===== config.mk =====
export PLATFORM = sky130hd
export DESIGN_NAME = instr_fetch_unit_flat
export DESIGN_NICKNAME = d
export VERILOG_FILES = /design/src/rtl/instr_fetch_unit_if.sv /design/src/rtl/instr_fetch_unit.sv /design/src/flat_wrapper.sv
export SDC_FILE = /design/constraint.sdc
export NUM_CORES = 1
export LEC_CHECK = 0
export CAP_MARGIN = 20
export CORE_MARGIN = 2
export CORE_UTILIZATION = 45
export DETAILED_ROUTE_END_ITERATION = 12
export PLACE_DENSITY = 0.75
export RECOVER_POWER = 25
export SETUP_SLACK_MARGIN = 0.1
export SLEW_MARGIN = 20
export SYNTH_ARGS = -nofsm -noshare
export SYNTH_HDL_FRONTEND = slang
export SYNTH_SLANG_ARGS = --single-unit

===== constraint.sdc =====
create_clock -name clk -period 2.1 [get_ports clk]
set_clock_uncertainty 0.1 [all_clocks]
set_input_delay 0.63 -clock clk [delete_from_list [all_inputs] [get_ports clk]]
set_output_delay 0.63 -clock clk [all_outputs]
set_load 0.01 [all_outputs]

===== src/rtl/instr_fetch_unit_if.sv =====
// instr_fetch_unit_if: groups the instruction-memory, redirect and decode
// signals of the fetch stage.
//   master : fetch unit side (drives imem_req/imem_addr and the decode outputs)
//   slave  : environment side (memory, branch unit, decode)
interface instr_fetch_unit_if #(
  parameter int XLEN = 32
);
  logic            imem_req;
  logic [XLEN-1:0] imem_addr;
  logic            imem_valid;
  logic [31:0]     imem_rdata;
  logic            redirect_valid;
  logic [XLEN-1:0] redirect_pc;
  logic            decode_ready;
  logic            instr_valid;
  logic [31:0]     instr;
  logic [XLEN-1:0] instr_pc;
  logic            opcode_31;
  logic [3:0]      funct_IF;

  modport master (
    output imem_req, imem_addr,
    input  imem_valid, imem_rdata,
    input  redirect_valid, redirect_pc,
    input  decode_ready,
    output instr_valid, instr, instr_pc, opcode_31, funct_IF
  );

  modport slave (
    input  imem_req, imem_addr,
    output imem_valid, imem_rdata,
    output redirect_valid, redirect_pc,
    output decode_ready,
    input  instr_valid, instr, instr_pc, opcode_31, funct_IF
  );
endinterface


===== src/rtl/instr_fetch_unit.sv =====
// instr_fetch_unit: program counter, single-outstanding instruction fetch and
// a 2-entry {pc, instr} buffer feeding decode. Redirects flush the buffer and
// discard any in-flight response.
// Ports:
//   clk   : system clock, rising edge
//   rst_n : asynchronous active-low reset
//   bus   : instr_fetch_unit_if.master (imem request/response, redirect,
//           decode handshake and head-instruction outputs)
//
// state        | meaning
// -------------+------------------------------------------------------------
// IDLE         | no fetch outstanding; request issues when buffer has room
// WAIT         | fetch outstanding; its response will be buffered
// WAIT_DISCARD | fetch outstanding but stale (redirected); response dropped
module instr_fetch_unit #(
  parameter logic [31:0] RESET_PC = 32'h0000_0000,
  parameter int          XLEN     = 32
) (
  input  logic               clk,
  input  logic               rst_n,
  instr_fetch_unit_if.master bus
);

  typedef enum logic [1:0] {IDLE, WAIT, WAIT_DISCARD} state_t;

  state_t          state, state_nxt;
  logic [XLEN-1:0] pc;
  logic [1:0]      count;
  logic            head, tail;
  logic [XLEN-1:0] buf_pc    [2];
  logic [31:0]     buf_instr [2];

  logic            req, push, pop, head_valid;
  logic [31:0]     head_instr;
  logic [XLEN-1:0] head_pc;

  assign head_valid = (count != 2'd0);

  // rst_n gate keeps the request low while reset is held, even though the
  // reset state (IDLE, empty buffer) would otherwise request.
  assign req  = rst_n && (state == IDLE) && (count != 2'd2) && !bus.redirect_valid;
  assign push = (state == WAIT) && bus.imem_valid && !bus.redirect_valid;
  assign pop  = head_valid && bus.decode_ready && !bus.redirect_valid;

  always_ff @(posedge clk or negedge rst_n) begin
    if (!rst_n) state <= IDLE;
    else        state <= state_nxt;
  end

  always_comb begin
    state_nxt = state;
    case (state)
      IDLE: if (req) state_nxt = WAIT;
      WAIT: begin
        if (bus.redirect_valid) state_nxt = bus.imem_valid ? IDLE : WAIT_DISCARD;
        else if (bus.imem_valid) state_nxt = IDLE;
      end
      WAIT_DISCARD: if (bus.imem_valid) state_nxt = IDLE;
      default: state_nxt = IDLE;
    endcase
  end

  always_ff @(posedge clk or negedge rst_n) begin
    if (!rst_n) begin
      pc           <= RESET_PC;
      count        <= 2'd0;
      head         <= 1'b0;
      tail         <= 1'b0;
      buf_pc[0]    <= '0;
      buf_pc[1]    <= '0;
      buf_instr[0] <= '0;
      buf_instr[1] <= '0;
    end else if (bus.redirect_valid) begin
      pc    <= bus.redirect_pc & ~XLEN'(3);
      count <= 2'd0;
      head  <= 1'b0;
      tail  <= 1'b0;
    end else begin
      if (push) begin
        buf_pc[tail]    <= pc;
        buf_instr[tail] <= bus.imem_rdata;
        tail            <= ~tail;
        pc              <= pc + XLEN'(4);
      end
      if (pop) head <= ~head;
      case ({push, pop})
        2'b10:   count <= count + 2'd1;
        2'b01:   count <= count - 2'd1;
        default: count <= count;
      endcase
    end
  end

  assign head_instr = head_valid ? buf_instr[head] : 32'd0;
  assign head_pc    = head_valid ? buf_pc[head]    : '0;

  assign bus.imem_req    = req;
  assign bus.imem_addr   = pc;
  assign bus.instr_valid = head_valid;
  assign bus.instr       = head_instr;
  assign bus.instr_pc    = head_pc;
  assign bus.opcode_31   = head_instr[31];
  assign bus.funct_IF    = {head_instr[30], head_instr[14:12]};

endmodule


===== src/flat_wrapper.sv =====
// flat-port wrapper written by rule: the top's interface ports become plain ports
module instr_fetch_unit_flat 
#(
  parameter logic [31:0] RESET_PC = 32'h0000_0000,
  parameter int          XLEN     = 32
)
  (clk, rst_n, bus_imem_req, bus_imem_addr, bus_imem_valid, bus_imem_rdata, bus_redirect_valid, bus_redirect_pc, bus_decode_ready, bus_instr_valid, bus_instr, bus_instr_pc, bus_opcode_31, bus_funct_IF);
  instr_fetch_unit_if #(.XLEN(XLEN)) bus_i ();
  input  logic clk;
  input  logic rst_n;
  output wire logic [$bits(bus_i.imem_req)-1:0] bus_imem_req;
  output wire logic [$bits(bus_i.imem_addr)-1:0] bus_imem_addr;
  input wire logic [$bits(bus_i.imem_valid)-1:0] bus_imem_valid;
  input wire logic [$bits(bus_i.imem_rdata)-1:0] bus_imem_rdata;
  input wire logic [$bits(bus_i.redirect_valid)-1:0] bus_redirect_valid;
  input wire logic [$bits(bus_i.redirect_pc)-1:0] bus_redirect_pc;
  input wire logic [$bits(bus_i.decode_ready)-1:0] bus_decode_ready;
  output wire logic [$bits(bus_i.instr_valid)-1:0] bus_instr_valid;
  output wire logic [$bits(bus_i.instr)-1:0] bus_instr;
  output wire logic [$bits(bus_i.instr_pc)-1:0] bus_instr_pc;
  output wire logic [$bits(bus_i.opcode_31)-1:0] bus_opcode_31;
  output wire logic [$bits(bus_i.funct_IF)-1:0] bus_funct_IF;
  assign bus_imem_req = bus_i.imem_req;
  assign bus_imem_addr = bus_i.imem_addr;
  assign bus_i.imem_valid = bus_imem_valid;
  assign bus_i.imem_rdata = bus_imem_rdata;
  assign bus_i.redirect_valid = bus_redirect_valid;
  assign bus_i.redirect_pc = bus_redirect_pc;
  assign bus_i.decode_ready = bus_decode_ready;
  assign bus_instr_valid = bus_i.instr_valid;
  assign bus_instr = bus_i.instr;
  assign bus_instr_pc = bus_i.instr_pc;
  assign bus_opcode_31 = bus_i.opcode_31;
  assign bus_funct_IF = bus_i.funct_IF;
  instr_fetch_unit #(.RESET_PC(RESET_PC), .XLEN(XLEN)) u_core (.clk(clk), .rst_n(rst_n), .bus(bus_i));
endmodule

Yosys cells after proc, flatten, opt, wreduce, memory -nomap -nowiden
Cells that the tools add are included.

word-level totals
  bits in registers = 166
  bits in latches = 0
  RAM bits = 0
  memory bits (read-only) = 0
  bits of input ports = 69
  output and inout bits = 103
  word-level logic and storage cells = 66
  memories kept = 0

operators by class
  add/sub/neg operators = 3
  $mul = 0
  div/mod/pow operators = 0
  magnitude comparators = 3
  equality and inequality tests = 6
  shift operators = 0
  mux-type cells = 25
  bitwise logic cells = 5
  reductions and logical operators = 15

operators with widths
  operator                 count
  $mux W32                 11
  $bwmux W64               2
  $add A32 B3 Y32 const B  1
  $demux W32 S1            1
  $mux W2                  5
  $logic_and A1 B1 Y1      8
  $pmux W2 S3              1
  $reduce_bool A2 Y1       3
  $eq A2 B1 Y1 const B     2
  $eq A2 B2 Y1 const B     2
  $ge A2 B2 Y1 const B     2
  $mux W1                  4
  $ne A2 B2 Y1 const B     2
  $not A1 Y2               2
  $pmux W2 S2              1
  $not A1 Y1               3
  $reduce_bool A3 Y1       1
  $add A2 B1 Y2 const B    1
  $logic_not A2 Y1         1
  $lt A2 B1 Y1 const B     1
  $reduce_and A2 Y1        1
  $sub A2 B1 Y2 const B    1
  $logic_not A1 Y1         1

Longest topological paths before layout
  depth in word-level cells = 6
  gate-level depth with buffers = 7
  mapped depth without buffers = 5

Worst setup path after synthesis
Ideal clock, no wire load.

  path type = register to output
  from = register u_core.head
  to = output bus_instr[12]
  arrival time = 1.582 ns
  required time = 1.370 ns
  slack = -0.212 ns
  cell stages (with the launch flop) = 6
  path buffers = 3
  cells stage by stage = dfrtp_1 > clkbuf_1 > clkbuf_1 > mux2i_1 > nor2_1 > buf_4

on the way
  cells in the longest elaborated chain, start to end = 5

ends and longest elaborated chain
  item                                          RTL line                source
  start: declaration                            instr_fetch_unit.sv:29  logic head, tail;
  start signal: assignment                      instr_fetch_unit.sv:85  if (pop) head <= ~head;
  $not A1 Y2 (implied by the code)              instr_fetch_unit.sv:94  assign head_instr = head_valid ? buf_instr[head] : 32'd0;
  $mux W32 (implied by the code) (3 in series)  instr_fetch_unit.sv:94
  $mux W32                                      instr_fetch_unit.sv:94
  end: declaration                              flat_wrapper.sv:19      output wire logic [$bits(bus_i.instr)-1:0] bus_instr;

No other way between the ends. The select of a mux whose other input is x is not followed.

Worst setup path after layout
  from = register u_core.head
  to = output bus_instr_pc[15]

on the way
  cells in the longest elaborated chain, start to end = 5

ends and longest elaborated chain
  item                                          RTL line                source
  $not A1 Y2 (implied by the code)              instr_fetch_unit.sv:95  assign head_pc = head_valid ? buf_pc[head] : '0;
  $mux W32 (implied by the code) (3 in series)  instr_fetch_unit.sv:95
  $mux W32                                      instr_fetch_unit.sv:95
  end: declaration                              flat_wrapper.sv:20      output wire logic [$bits(bus_i.instr_pc)-1:0] bus_instr_pc;

No other way between the ends. The select of a mux whose other input is x is not followed.

==> reports/metrics.yaml <==
slew_violations: 0
synthAdderAreaFrac_pct: 0.165
num-fill-cells: 1225
cts_max_level: 4
dp_hpwl_um: 12700
finalSetupViolCount: 69
portBuffers: 165
drive_gt1_share_pct: 39.0
drtPass1Iterations: 5
slew_headroom_pct: 49.0
crit_arrival_ns: 1.69
fin_crit_ns: 2.42
yosysMostFrequentCell: "dfrtp_1"
diodes: 0
vdd_ir_drop_max_uv: 600
grt_max_degree: 61
dieWidth_um: 134
critPathCaptureType: "output port"
ctsLongestPathBuffers: 2
cts_sinks: 160
rows: 47
cts_made_buffers: 17
critPathKind: "reg -> out"
grt_use_total_pct: 22.9
syn_area_um2: 7590
setup_ws_ns: -0.324
place_ws_ns: -0.553
first_iter_violations: 266
ant_nets: 0
syn2layout_area_growth_pct: 43.0
ys_seq_area_share_pct: 52.7
synth-simple-area-share_pct: 11.0
hold_viol_final: 0
drc: 0
clk_pin_slew_worst_paths_ns: 0.06
outcome: "finished with violations"
grt_overflow_total: 0
combPwrFrac_pct: 22.3
synthTopCellsByCount: "160 x dfrtp_1, 121 x mux2_2, 75 x nor2_1"
synth_top_family_by_area: "multiplexers"
ys_ff_latch: 160
swShare_pct: 25.6
fin_crit_sh_pct: 115
ios: 172
power.total_mw: 9.36
violations: "negative setup slack"
yosys_most_used_dff: "dfrtp_1"
synth_top_area_cell: "dfrtp_1"
synth_edf_count: 0
antenna_found_initial: 0
vias: 5826
p_int_mw: 6.96
clkPwrFrac_pct: 33.0
grt_pass1_vias: 6122
synthTopCellsByArea: "dfrtp_1 53%, mux2_2 18%, mux2i_1 8.3%"
hold_path.class: "in -> async"
gp_congestion: 0.832
cts-root-buf: "clkbuf_16"
synthMuxAreaShare_pct: 26.3
worstMarginPinSlew_ns: 0.765
fin_area_um2: 10900
p_leak_nw: 4.97
synth_area_per_cell_um2: 11.7
synth_top_area_share_pct: 52.7
core-area_um2: 16500
cellPowerDensity_nw_per_um2: 862
yosys_warnings: 0
synthArstFlopShare_pct: 100
p_seq_share_pct: 44.7
via_per_inst: 5.32
start_util_pct: 45.9
dieArea_um2: 17900
cts_tree: "built"
p_switching_mw: 2.40
wl_per_cell_um: 19.6
synthCells: 650
cp_max_fo: 7
clk_latency_ns: 0.42
cap_violations: 0
reg2regPathDepth: 6
synthXorXnorAreaFrac_pct: 3.58
wirelength_um: 21500
start_kind: "flop"
post-route-util_pct: 65.7
synth_compound_area_share_pct: 2.67
die_height_um: 134
rsz0062_at_grt: "true"
max_freq_ghz: 0.412
placed_area_um2: 9740
grt_pass1_wl_um: 31900
nets: 938
cp.required_ns: 1.37
synth.distinct_cells: 36
finalSetupTns_ns: -15.75
==> state kept, by name (all words and copies together), names as in the netlist <==
signal,count
u_core.buf_pc,60
u_core.tail,1
u_core.state,2
u_core.count,2
u_core.bus.imem_addr,30
u_core.buf_instr,64
u_core.head,1
==> final timing paths <==
| kind | slack (ns) | endpoint | start |
|---|---|---|---|
| worst min-delay path | 0.30 | u_core.buf_pc[31] | rst_n |
| worst min register to register | 0.39 | u_core.buf_pc[7] | u_core.buf_pc[7] |
| worst max register to register | 0.04 | u_core.bus.imem_addr[29] | u_core.state[1] |
| worst max-delay path | -0.32 | bus_instr_pc[15] | u_core.head |
| max in group asynchronous | 0.31 | u_core.head | rst_n |
| min in group clk | 0.39 | u_core.buf_pc[7] | u_core.buf_pc[7] |
==> stage by stage <==
step | cells | hold WS [ns]
2_1_floorplan | 653 | 0.234
3_3_place_gp | 1034 | 0.363
3_5_place_dp | 1034 | 0.383
4_1_cts | 1084 | 0.243
5_1_grt | 1096 | 0.346
6_report | 1096 | 0.302
==> area by class of cell <==
| type | instances | area [µm²] | area share [%] |
|---|---|---|---|
| sequential | 160 | 4020 | 37.1 |
| multi-input combinational | 436 | 3690 | 34.0 |
| timing repair buffer | 244 | 2250 | 20.7 |
| clock buffer | 21 | 470 | 4.33 |
| tap | 220 | 275 | 2.54 |
| clock inverter | 6 | 110 | 1.01 |
| inverter | 9 | 36.3 | 0.334 |
==> cell usage in the layout (no fill, tap or decap), types with 9 or more instances in the layout <==
master and n:
mux2_4 44, clkbuf_16 20, buf_12 13, dfrtp_2 13, nand2_1 43, nor2_1 73, dfrtp_1 146, dlygate4sd2_1 23
buf_6 11, xnor2_1 27, mux2i_1 57, o21ai_0 30, buf_2 68, nand3_1 9, mux2_2 77, clkdlybuf4s50_1 63
buf_4 45
==> cells by family (layout without fill, tap and decap cells) <==
family,count (synthesis),count (layout)
compound gates,39,39
xor+xnor,31,31
fa+ha+maj,1,1
buf+inv,57,280
flops,160,160
mux,184,184
other cells,1,4
simple gates,177,177
==> power groups by stage <==
stage               clock (mW)  sequential, mW  combinational, mW
finish                    3.09            4.19               2.09
global route              3.29            4.26               2.26
global placement             0            4.15               1.72
CTS                       3.13            4.14               1.82
detailed placement           0            4.21               1.79
floorplan                    0            4.13               1.08
==> worst max-delay path, cell delays in order (launching register included) <==
cell     delay, ns
dfrtp_4       0.52
buf_12        0.16
buf_16        0.16
mux2i_4       0.19
nor2_2        0.11
buf_2         0.13
==> metal layers <==
layer	wire [µm]	track usage [%]	vias up
met1	8940	28.5	2898
met2	10800	39.1	228
met4	318	6.56	0
met3	1470	6.20	27
met5	0	0	-
li1	-	-	2673
==> repair_timing <==
| item | 4_1_cts | 5_1_grt |
|---|---|---|
| hold buffers | 0 | 0 |
| buffers inserted | 19 | 9 |
| gates cloned | 4 | 5 |
| endpoints found under the setup margin | 243 | 93 |
| pin swaps | 14 | 28 |
| resized for setup | 343 | 96 |
No activity file was read; power rests on OpenSTA's default activity.
